`src/rtl/lfsr_arb_pkg.sv`:
```
// lfsr_arb_pkg: shared types, defaults and the round-robin pick function
// for lfsr_arbiter.
//   state_t    : controller FSM states (IDLE, STEP, DONE)
//   DEF_TAPS   : default Galois feedback mask (x^8+x^6+x^5+x^4+1)
//   DEF_SEED   : default reset / zero-substitution seed
//   rr_pick()  : first set request at or after ptr, wrapping mod n_req
package lfsr_arb_pkg;

  typedef enum logic [1:0] {
    IDLE,
    STEP,
    DONE
  } state_t;

  localparam logic [7:0]  DEF_TAPS = 8'hB8;
  localparam logic [7:0]  DEF_SEED = 8'h01;
  localparam int unsigned MAX_REQ  = 8;
  localparam int unsigned PTR_W    = 3;

  // Scans ptr, ptr+1, ... mod n_req and returns the first set request.
  // Only called when at least one request is set.
  function automatic logic [PTR_W-1:0] rr_pick(
    input logic [MAX_REQ-1:0] req,
    input logic [PTR_W-1:0]   ptr,
    input int unsigned        n_req
  );
    logic [PTR_W-1:0] win;
    logic             found;
    int unsigned      idx;
    win   = '0;
    found = 1'b0;
    for (int unsigned i = 0; i < MAX_REQ; i++) begin
      idx = (32'(ptr) + i) % n_req;
      if (i < n_req && !found && req[idx[PTR_W-1:0]]) begin
        found = 1'b1;
        win   = idx[PTR_W-1:0];
      end
    end
    return win;
  endfunction

endpackage

```
`src/rtl/lfsr_arbiter_if.sv`:
```
// lfsr_arbiter_if: request/grant/seed bundle between lfsr_arbiter and its
// consumers.
//   req       : per-requester level request
//   seed_ld   : one-cycle seed load pulse, seed_in carries the value
//   gnt       : one-hot grant pulse, rnd_valid = |gnt
//   rnd_data  : current LFSR state
//   busy      : arbiter is in STEP or DONE
// Modports: master = requester side, slave = arbiter side.
interface lfsr_arbiter_if #(
  parameter int unsigned WIDTH = 8,
  parameter int unsigned N_REQ = 4
);
  logic [N_REQ-1:0] req;
  logic             seed_ld;
  logic [WIDTH-1:0] seed_in;
  logic [N_REQ-1:0] gnt;
  logic             rnd_valid;
  logic [WIDTH-1:0] rnd_data;
  logic             busy;

  modport master (
    output req, seed_ld, seed_in,
    input  gnt, rnd_valid, rnd_data, busy
  );

  modport slave (
    input  req, seed_ld, seed_in,
    output gnt, rnd_valid, rnd_data, busy
  );
endinterface

```
`src/rtl/lfsr_arbiter_galois_lfsr.sv`:
```
// galois_lfsr: right-shifting Galois LFSR with parallel load.
//   clk, rst : clock, synchronous active-high reset (q <= SEED)
//   en       : advance one step
//   ld, d    : load d (ld has priority over en); no zero check here
//   q        : current state
module galois_lfsr
  import lfsr_arb_pkg::*;
#(
  parameter int unsigned      WIDTH = 8,
  parameter logic [WIDTH-1:0] TAPS  = DEF_TAPS,
  parameter logic [WIDTH-1:0] SEED  = DEF_SEED
) (
  input  logic             clk,
  input  logic             rst,
  input  logic             en,
  input  logic             ld,
  input  logic [WIDTH-1:0] d,
  output logic [WIDTH-1:0] q
);

  always_ff @(posedge clk) begin
    if (rst) begin
      q <= SEED;
    end else if (ld) begin
      q <= d;
    end else if (en) begin
      q <= q[0] ? ((q >> 1) ^ TAPS) : (q >> 1);
    end
  end

endmodule

```
`src/rtl/lfsr_arbiter.sv`:
```
// lfsr_arbiter: round-robin sharing of one Galois LFSR among N_REQ
// requesters. Each grant advances the LFSR STEPS times, then pulses
// gnt[winner] and rnd_valid for one cycle. Seeds arriving while busy are
// held and applied in the next IDLE cycle ahead of arbitration.
//   clk, rst : clock, synchronous active-high reset
//   bus      : lfsr_arbiter_if.slave (req, seed_ld, seed_in, gnt,
//              rnd_valid, rnd_data, busy)
//   gnt_cnt  : saturating grant counter, present only when
//              LFSR_ARB_STATS_EN is defined
module lfsr_arbiter
  import lfsr_arb_pkg::*;
#(
  parameter int unsigned      WIDTH = 8,
  parameter int unsigned      N_REQ = 4,
  parameter logic [WIDTH-1:0] TAPS  = DEF_TAPS,
  parameter logic [WIDTH-1:0] SEED  = DEF_SEED,
  parameter int unsigned      STEPS = 1
) (
  input  logic                clk,
  input  logic                rst,
  lfsr_arbiter_if.slave       bus
`ifdef LFSR_ARB_STATS_EN
  ,
  output logic [15:0]         gnt_cnt
`endif
);

  localparam int unsigned CW = $clog2(STEPS + 1);

  state_t             state, state_nx;
  logic [PTR_W-1:0]   ptr, winner;
  logic [CW-1:0]      step_cnt;
  logic               pend_vld;
  logic [WIDTH-1:0]   pend_val;
  logic [MAX_REQ-1:0] req_ext;
  logic               take, lfsr_en, lfsr_ld;
  logic [WIDTH-1:0]   seed_src, lfsr_d, lfsr_q;

  always_comb begin
    req_ext              = '0;
    req_ext[N_REQ-1:0]   = bus.req;
  end

  // A fresh pulse in IDLE supersedes any held seed.
  assign seed_src = bus.seed_ld ? bus.seed_in : pend_val;
  assign lfsr_d   = (seed_src == '0) ? SEED : seed_src;

  always_comb begin
    state_nx = state;
    take     = 1'b0;
    lfsr_en  = 1'b0;
    lfsr_ld  = 1'b0;
    case (state)
      IDLE: begin
        if (bus.seed_ld || pend_vld) begin
          lfsr_ld = 1'b1;
        end else if (|bus.req) begin
          take     = 1'b1;
          state_nx = STEP;
        end
      end
      STEP: begin
        lfsr_en = 1'b1;
        if (step_cnt == CW'(STEPS - 1)) begin
          state_nx = DONE;
        end
      end
      DONE: begin
        state_nx = IDLE;
      end
      default: begin
        state_nx = IDLE;
      end
    endcase
  end

  always_ff @(posedge clk) begin
    if (rst) begin
      state    <= IDLE;
      ptr      <= '0;
      winner   <= '0;
      step_cnt <= '0;
      pend_vld <= 1'b0;
      pend_val <= '0;
    end else begin
      state <= state_nx;
      if (take) begin
        winner   <= rr_pick(req_ext, ptr, N_REQ);
        step_cnt <= '0;
      end else if (state == STEP) begin
        step_cnt <= step_cnt + 1'b1;
      end
      if (state == DONE) begin
        ptr <= (winner == PTR_W'(N_REQ - 1)) ? '0 : winner + 1'b1;
      end
      if (state != IDLE && bus.seed_ld) begin
        pend_vld <= 1'b1;
        pend_val <= bus.seed_in;
      end else if (lfsr_ld) begin
        pend_vld <= 1'b0;
      end
    end
  end

  galois_lfsr #(
    .WIDTH (WIDTH),
    .TAPS  (TAPS),
    .SEED  (SEED)
  ) u_lfsr (
    .clk (clk),
    .rst (rst),
    .en  (lfsr_en),
    .ld  (lfsr_ld),
    .d   (lfsr_d),
    .q   (lfsr_q)
  );

  assign bus.gnt       = (state == DONE) ? (N_REQ'(1) << winner) : '0;
  assign bus.rnd_valid = (state == DONE);
  assign bus.busy      = (state != IDLE);
  assign bus.rnd_data  = lfsr_q;

`ifdef LFSR_ARB_STATS_EN
  logic [15:0] stat_cnt;

  always_ff @(posedge clk) begin
    if (rst) begin
      stat_cnt <= '0;
    end else if (state == DONE && stat_cnt != '1) begin
      stat_cnt <= stat_cnt + 16'd1;
    end
  end

  assign gnt_cnt = stat_cnt;
`endif

endmodule

```
`src/flat_wrapper.sv`:
```
// flat-port wrapper written by rule: the top's interface ports become plain ports
module lfsr_arbiter_flat import lfsr_arb_pkg::*;
#(
  parameter int unsigned      WIDTH = 8,
  parameter int unsigned      N_REQ = 4,
  parameter logic [WIDTH-1:0] TAPS  = DEF_TAPS,
  parameter logic [WIDTH-1:0] SEED  = DEF_SEED,
  parameter int unsigned      STEPS = 1
)
  (clk, rst, bus_req, bus_seed_ld, bus_seed_in, bus_gnt, bus_rnd_valid, bus_rnd_data, bus_busy);
  lfsr_arbiter_if #(.WIDTH(WIDTH), .N_REQ(N_REQ)) bus_i ();
  input  logic clk;
  input  logic rst;
  input wire logic [$bits(bus_i.req)-1:0] bus_req;
  input wire logic [$bits(bus_i.seed_ld)-1:0] bus_seed_ld;
  input wire logic [$bits(bus_i.seed_in)-1:0] bus_seed_in;
  output wire logic [$bits(bus_i.gnt)-1:0] bus_gnt;
  output wire logic [$bits(bus_i.rnd_valid)-1:0] bus_rnd_valid;
  output wire logic [$bits(bus_i.rnd_data)-1:0] bus_rnd_data;
  output wire logic [$bits(bus_i.busy)-1:0] bus_busy;
  assign bus_i.req = bus_req;
  assign bus_i.seed_ld = bus_seed_ld;
  assign bus_i.seed_in = bus_seed_in;
  assign bus_gnt = bus_i.gnt;
  assign bus_rnd_valid = bus_i.rnd_valid;
  assign bus_rnd_data = bus_i.rnd_data;
  assign bus_busy = bus_i.busy;
  lfsr_arbiter #(.WIDTH(WIDTH), .N_REQ(N_REQ), .TAPS(TAPS), .SEED(SEED), .STEPS(STEPS)) u_core (.clk(clk), .rst(rst), .bus(bus_i));
endmodule
```
`config.mk`:
```
export PLATFORM = sky130hd
export DESIGN_NAME = lfsr_arbiter_flat
export DESIGN_NICKNAME = d
export VERILOG_FILES = /design/src/rtl/lfsr_arb_pkg.sv /design/src/rtl/lfsr_arbiter_if.sv /design/src/rtl/lfsr_arbiter_galois_lfsr.sv /design/src/rtl/lfsr_arbiter.sv /design/src/flat_wrapper.sv
export SDC_FILE = /design/constraint.sdc
export NUM_CORES = 1
export LEC_CHECK = 0
export CORE_MARGIN = 2
export CORE_UTILIZATION = 45
export CTS_CLUSTER_DIAMETER = 120
export DETAILED_ROUTE_END_ITERATION = 16
export GPL_TIMING_DRIVEN = 0
export PLACE_DENSITY = 0.71
export SETUP_SLACK_MARGIN = 0.4
export SLEW_MARGIN = 20
export SYNTH_ARGS = -nofsm -noshare
export SYNTH_HDL_FRONTEND = slang
export SYNTH_SLANG_ARGS = --single-unit
```
`constraint.sdc`:
```
create_clock -name clk -period 3.4 [get_ports clk]
set_clock_uncertainty 0.2 [all_clocks]
set_input_delay 0.85 -clock clk [delete_from_list [all_inputs] [get_ports clk]]
set_output_delay 0.85 -clock clk [all_outputs]
set_load 0.05 [all_outputs]
```
# [Word level (Yosys, flattened, before mapping)]
# Cells that the tools add are included.
[word_totals] wordCells=80 out_inout_bits=14 reg_bits=24
[op_classes] reduce_logical=16 add_sub_neg=5 n_bitwise=1 n_eq_ne=6 n_mux=40 n_shift=1 order_cmp=4
[op_table] cell="$mux 8" n=5
[op_table] cell="$mux 1" n=21
[op_table] cell="$lt 2x4->1 const B" n=4
[op_table] cell="$mux 2" n=8
[op_table] cell="$bmux 1 s2" n=4
[op_table] cell="$logic_not 8->1" n=1
[op_table] cell="$reduce_bool 2->1" n=3
[op_table] cell="$add 2x1->2 const B" n=2
[op_table] cell="$add 2x2->2 const B" n=2
[op_table] cell="$eq 2x2->1 const B" n=2
[op_table] cell="$logic_and 1x1->1" n=4
[op_table] cell="$mux 4" n=1
[op_table] cell="$ne 2x2->1 const B" n=2
[op_table] cell="$not 3->4" n=1
[op_table] cell="$pmux 2 s2" n=1
[op_table] cell="$reduce_or 4->1" n=1
[op_table] cell="$shl 1x2->4 const A" n=1
[op_table] cell="$logic_not 1->1" n=3
[op_table] cell="$reduce_and 3->1" n=1
[op_table] cell="$eq 2x1->1 const B" n=1
[op_table] cell="$logic_not 2->1" n=1
[op_table] cell="$ne 2x1->1 const B" n=1
[op_table] cell="$reduce_or 2->1" n=1
[op_table] cell="$add 1x1->1 const B" n=1
[op_table] cell="$logic_or 1x1->1" n=1

# [Longest topological paths before layout]
[depth] ltp_word=19 ltp_mapped=5 depth_no_buf=4

# [By module]
# Synthesis repeated with hierarchy kept, for this count alone.
[unflattened] hier_cells=145 hier_area_um2=1353.8
[by_module_without_submodules] mod="lfsr_arbiter" area_per_inst_um2=912.1 cells_per_inst=103 instances=1
[by_module_without_submodules] mod="galois_lfsr" area_per_inst_um2=441.7 cells_per_inst=42 instances=1

# [Worst setup path after synthesis]
# No wires, ideal clock.
[synth_path] kind="register to output" start="register u_core.state[1]" end="output bus_gnt[0]" t_arrival_ps=1319 path_slack_ps=1031 path_stages_with_launch=4 cell_sequence="dfxtp_1 -> nor2b_1 -> buf_2 -> and2_1"
[synth_between] elab_chain_cells=2
[synth_rtl] element="from (decl)" line_no="lfsr_arbiter.sv:30" rtl="state_t state, state_nx;"
[synth_rtl] element="from (signal assigned)" line_no="lfsr_arbiter.sv:86" rtl="state <= state_nx;"
[synth_rtl] element="$eq 2x2->1"
[synth_rtl] element="via bus_rnd_valid" line_no="flat_wrapper.sv:18" rtl="output wire logic [$bits(bus_i.rnd_valid)-1:0] bus_rnd_valid;"
[synth_rtl] element="$mux 4" line_no="lfsr_arbiter.sv:118" rtl="assign bus.gnt = (state == DONE) ? (N_REQ'(1) << winner) : '0;"
[synth_rtl] element="to (decl)" line_no="flat_wrapper.sv:17" rtl="output wire logic [$bits(bus_i.gnt)-1:0] bus_gnt;"
# The timed path passes the listed nets, and every way through them passes these cells.

# [Worst setup path in the final report]
[layout_path] start="register u_core.state[1]" end="output bus_gnt[1]"
[layout_between] elab_chain_cells=2
[layout_rtl] element="$eq 2x2->1" line_no="lfsr_arbiter.sv:118"
[layout_rtl] element="$mux 4" line_no="lfsr_arbiter.sv:118"
# No other way between the ends.

==> flow_results.xml <==
<?xml version="1.0" encoding="UTF-8"?>
<metrics>
  <group name="timing">
    <metric name="finalWorstPathRequiredPeriod" unit="ns">2.81</metric>
    <metric name="max-slew-margin-rel" unit="%">63.5</metric>
    <metric name="setup_total_negative_slack" unit="ns">0</metric>
    <metric name="max_slew.worst_pin.slew" unit="ns">0.544</metric>
    <metric name="highest_clock_frequency_the_design_can_meet" unit="GHz">0.355</metric>
    <metric name="final_max_slew_viol_count" unit="">0</metric>
    <metric name="setup_violations" unit="">0</metric>
    <metric name="setup_repair_after_global_routing_missed_its_margin" unit="">no</metric>
    <metric name="hold-worst-slack" unit="ns">0.279</metric>
    <metric name="fin_ws" unit="ns">0.586</metric>
    <metric name="hold_violations" unit="">0</metric>
    <metric name="fin_crit_sh" unit="%">82.8</metric>
  </group>
  <group name="clocking">
    <metric name="path_clk_slew" unit="ns">0.14</metric>
    <metric name="cts_max_level" unit="">1</metric>
    <metric name="clock_latency" unit="ns">0.32</metric>
    <metric name="root_buffer" unit="">sky130_fd_sc_hd__clkbuf_4</metric>
    <metric name="cts_resized" unit="">5</metric>
    <metric name="cts_buffer_depth" unit="">2</metric>
    <metric name="cts_buffer_count" unit="">3</metric>
    <metric name="clock-sinks" unit="">24</metric>
    <metric name="tritoncts" unit="">built</metric>
    <metric name="cts_post_setup_buffers_inserted" unit="">0</metric>
    <metric name="post_cts_hold_buffer_count" unit="">0</metric>
  </group>
  <group name="worst_setup_path">
    <metric name="slowest_stage" unit="">sky130_fd_sc_hd__dlygate4sd2_1</metric>
    <metric name="critPathMaxFanout" unit="">7</metric>
    <metric name="end_kind" unit="">output port</metric>
    <metric name="crit_path_start_kind" unit="">flip-flop</metric>
    <metric name="crit_type" unit="">flip-flop to output port</metric>
    <metric name="critical_path_arrival" unit="ns">1.76</metric>
    <metric name="critPathMaxStageDelay" unit="ns">0.52</metric>
    <metric name="timing.critical_path.required" unit="ns">2.35</metric>
    <metric name="cell_by_cell_listing_of_the_critical_path" unit="">nor2b_1 -&gt; buf_2 -&gt; and2_1 -&gt; dlygate4sd2_1</metric>
  </group>
  <group name="floorplanning">
    <metric name="row_count" unit="">18</metric>
    <metric name="initial_util" unit="%">48.5</metric>
    <metric name="full_die_area" unit="µm²">3150</metric>
    <metric name="design.core.area" unit="µm²">2520</metric>
    <metric name="dieWidth" unit="µm">56.1</metric>
    <metric name="top_level_ports" unit="">29</metric>
    <metric name="die_height" unit="µm">56.1</metric>
  </group>
  <group name="global_route">
    <metric name="grt-ovfl-total" unit="">0</metric>
    <metric name="grt_usage" unit="%">17.1</metric>
    <metric name="grt_antenna_before_repair" unit="">0</metric>
    <metric name="grt_pass1_vias" unit="">976</metric>
    <metric name="first_pass_grt_wire_length" unit="µm">4350</metric>
    <metric name="grt_max_degree" unit="">14</metric>
  </group>
  <group name="power_and_ir_drop">
    <metric name="totalPowerFinal" unit="mW">0.640</metric>
    <metric name="cellLeakagePower" unit="nW">0.667</metric>
    <metric name="power.ir.vdd_worst" unit="V">0.000280</metric>
    <metric name="cellPowerDensity" unit="nW/µm²">410</metric>
  </group>
  <group name="logic_synthesis">
    <metric name="avgSynthCellArea" unit="µm²">8.92</metric>
    <metric name="post_syn_area" unit="µm²">1220</metric>
    <metric name="synth_area_leaders" unit="">sky130_fd_sc_hd__dfxtp_1, sky130_fd_sc_hd__mux2i_1, sky130_fd_sc_hd__mux2_2</metric>
    <metric name="synth_nets" unit="">156</metric>
    <metric name="yosys-top-cells-count" unit="">sky130_fd_sc_hd__dfxtp_1, sky130_fd_sc_hd__nor2_1, sky130_fd_sc_hd__nand2_1</metric>
    <metric name="synth_top_area_share" unit="%">39.3</metric>
    <metric name="synthArstFlopShare" unit="%">0</metric>
    <metric name="synth_seq_cells" unit="">24</metric>
    <metric name="yosys_warnings" unit="">0</metric>
    <metric name="ys_seq_area_share" unit="%">39.3</metric>
    <metric name="ys_dominant_reg_cell" unit="">sky130_fd_sc_hd__dfxtp_1</metric>
    <metric name="synth_edf_count" unit="">0</metric>
    <metric name="post-synth-top-area-cell" unit="">sky130_fd_sc_hd__dfxtp_1</metric>
    <metric name="yosys.cell_count.top_type" unit="">sky130_fd_sc_hd__dfxtp_1</metric>
    <metric name="netlist_instances" unit="">137</metric>
    <metric name="synthDistinctLibCells" unit="">33</metric>
  </group>
  <group name="cells_and_area">
    <metric name="layout-drive-gt1-share" unit="%">10.7</metric>
    <metric name="finalNetCount" unit="">188</metric>
    <metric name="layout.filler_cells" unit="">234</metric>
    <metric name="fin_cells" unit="">198</metric>
    <metric name="multiInputGateArea" unit="µm²">689</metric>
    <metric name="utilization" unit="%">61.9</metric>
    <metric name="flow.area_growth_from_synthesis" unit="%">27.6</metric>
    <metric name="num_antenna_cells" unit="">0</metric>
    <metric name="final-seq-area" unit="µm²">480</metric>
    <metric name="final_area" unit="µm²">1560</metric>
  </group>
  <group name="placement">
    <metric name="numPortBuffers" unit="">27</metric>
    <metric name="post-dp-hpwl" unit="µm">2020</metric>
    <metric name="finalWeightedCongestion" unit="">0.801</metric>
    <metric name="place.detailed.instances" unit="">194</metric>
    <metric name="placement.setup.worst_slack" unit="ns">0.668</metric>
    <metric name="detailed_place.area" unit="µm²">1530</metric>
  </group>
  <group name="run_status">
    <metric name="status" unit="">finished, final reports clean</metric>
  </group>
  <group name="detailed_routing">
    <metric name="drtIter0Drc" unit="">22</metric>
    <metric name="vias" unit="">1062</metric>
    <metric name="drt_wl_total" unit="µm">2630</metric>
    <metric name="drc" unit="">0</metric>
    <metric name="routed_via_density" unit="">5.36</metric>
    <metric name="drtAntennaViolNets" unit="">0</metric>
    <metric name="routedWlPerCell" unit="µm">13.3</metric>
    <metric name="drt_pre_antenna_iters" unit="">4</metric>
  </group>
  <group name="min_path">
    <metric name="holdCritPathClass" unit="">flip-flop to flip-flop</metric>
  </group>
  <group name="flow_run">
    <metric name="timing.max_cap.violations" unit="">0</metric>
  </group>
</metrics>
-- area by class of cell --
type                       count  area share (%)
buffer                         7            2.17
clock buffer                   4            2.33
inverter                       5            1.20
multi-input combinational    101            44.2
sequential                    24            30.8
tap                           30            2.41
timing repair buffer          27            16.9
-- sequential cells by signal, summed over array words and instances, names as in the netlist --
| register | flops |
|---|---|
| u_core.ptr | 2 |
| u_core.step_cnt | 1 |
| u_core.pend_vld | 1 |
| u_core.pend_val | 8 |
| u_core.state | 2 |
| u_core.u_lfsr.q | 8 |
| u_core.winner | 2 |
-- worst max-delay path, delay by kind of cell, from the launching register on --
| kind | cells | cell delay (ns) |
|---|---|---|
| and+or+nand+nor | 2 | 0.29 |
| DFF | 1 | 0.46 |
| buffers and inverters | 2 | 0.70 |
-- layout by cell type, fill, tap and decap left out --
cell / Yosys / routed
sky130_fd_sc_hd__clkbuf_4: 0 / 3
sky130_fd_sc_hd__clkbuf_1: 2 / 2
sky130_fd_sc_hd__a211oi_1: 1 / 1
sky130_fd_sc_hd__o21ai_2: 1 / 1
sky130_fd_sc_hd__or4_1: 1 / 1
sky130_fd_sc_hd__buf_1: 1 / 1
sky130_fd_sc_hd__or2_0: 1 / 1
sky130_fd_sc_hd__and2_1: 4 / 4
sky130_fd_sc_hd__nor3_2: 1 / 1
sky130_fd_sc_hd__a21oi_1: 9 / 9
sky130_fd_sc_hd__nand2_1: 11 / 11
sky130_fd_sc_hd__dfxtp_1: 24 / 24
sky130_fd_sc_hd__a221oi_1: 1 / 1
sky130_fd_sc_hd__buf_4: 1 / 1
sky130_fd_sc_hd__a22oi_1: 7 / 7
sky130_fd_sc_hd__ha_1: 4 / 4
sky130_fd_sc_hd__clkbuf_8: 0 / 1
sky130_fd_sc_hd__buf_2: 3 / 3
sky130_fd_sc_hd__o21ai_0: 1 / 1
sky130_fd_sc_hd__or2b_1: 1 / 1
sky130_fd_sc_hd__o211ai_1: 1 / 1
sky130_fd_sc_hd__nor2_1: 17 / 17
sky130_fd_sc_hd__nand3b_1: 2 / 2
sky130_fd_sc_hd__xor2_1: 4 / 4
sky130_fd_sc_hd__nor2b_1: 4 / 4
sky130_fd_sc_hd__nand3_2: 1 / 1
sky130_fd_sc_hd__dlygate4sd2_1: 0 / 5
sky130_fd_sc_hd__a32oi_1: 1 / 1
sky130_fd_sc_hd__nor4_1: 3 / 3
sky130_fd_sc_hd__nor3_1: 4 / 4
sky130_fd_sc_hd__o41ai_1: 2 / 2
sky130_fd_sc_hd__nor3b_1: 1 / 1
sky130_fd_sc_hd__clkdlybuf4s50_1: 0 / 22
sky130_fd_sc_hd__a31oi_1: 1 / 1
sky130_fd_sc_hd__mux2_2: 7 / 7
sky130_fd_sc_hd__inv_1: 5 / 5
sky130_fd_sc_hd__mux2i_1: 10 / 10
-- final timing paths --
check | startpoint | end | slack, ns | cells past startpoint
setup / recovery | u_core.state[1] | bus_gnt[1] | 0.59 | 4
hold / removal | u_core.u_lfsr.q[3] | u_core.u_lfsr.q[3] | 0.28 | 2
setup reg to reg | u_core.state[1] | u_core.u_lfsr.q[0] | 1.87 | 3
hold reg to reg | u_core.u_lfsr.q[3] | u_core.u_lfsr.q[3] | 0.28 | 2
-- metal layers --
| metal | GRT usage (%) | up-vias | routed length [µm] |
|---|---|---|---|
| met2 | 28.7 | 22 | 1280 |
| met1 | 22.1 | 494 | 1230 |
| met4 | 4.42 | 0 | 17 |
| met5 | 0 | - | 0 |
| li1 | - | 543 | - |
| met3 | 3.49 | 3 | 107 |
-- kinds of logic (layout without fill, tap and decap cells) --
kind of cell    count (synthesis)  in the layout  synth area share [%]
compound gates                 25             25                  13.7
xor+xnor                        4              4                  2.87
fa+ha+maj                       4              4                  4.09
buf+inv                        12             43                  4.30
flops                          24             24                  39.3
mux                            17             17                  14.6
simple gates                   51             51                  21.1
-- report_power, final --
part	leakage (nW)	total [mW]	switching [mW]	internal (mW)
sequential	0.196	0.317	0.0181	0.299
combinational	0.450	0.168	0.0971	0.0711
clock	0.0210	0.154	0.0887	0.0655
Note: power is estimated with default switching activity, not from simulation.
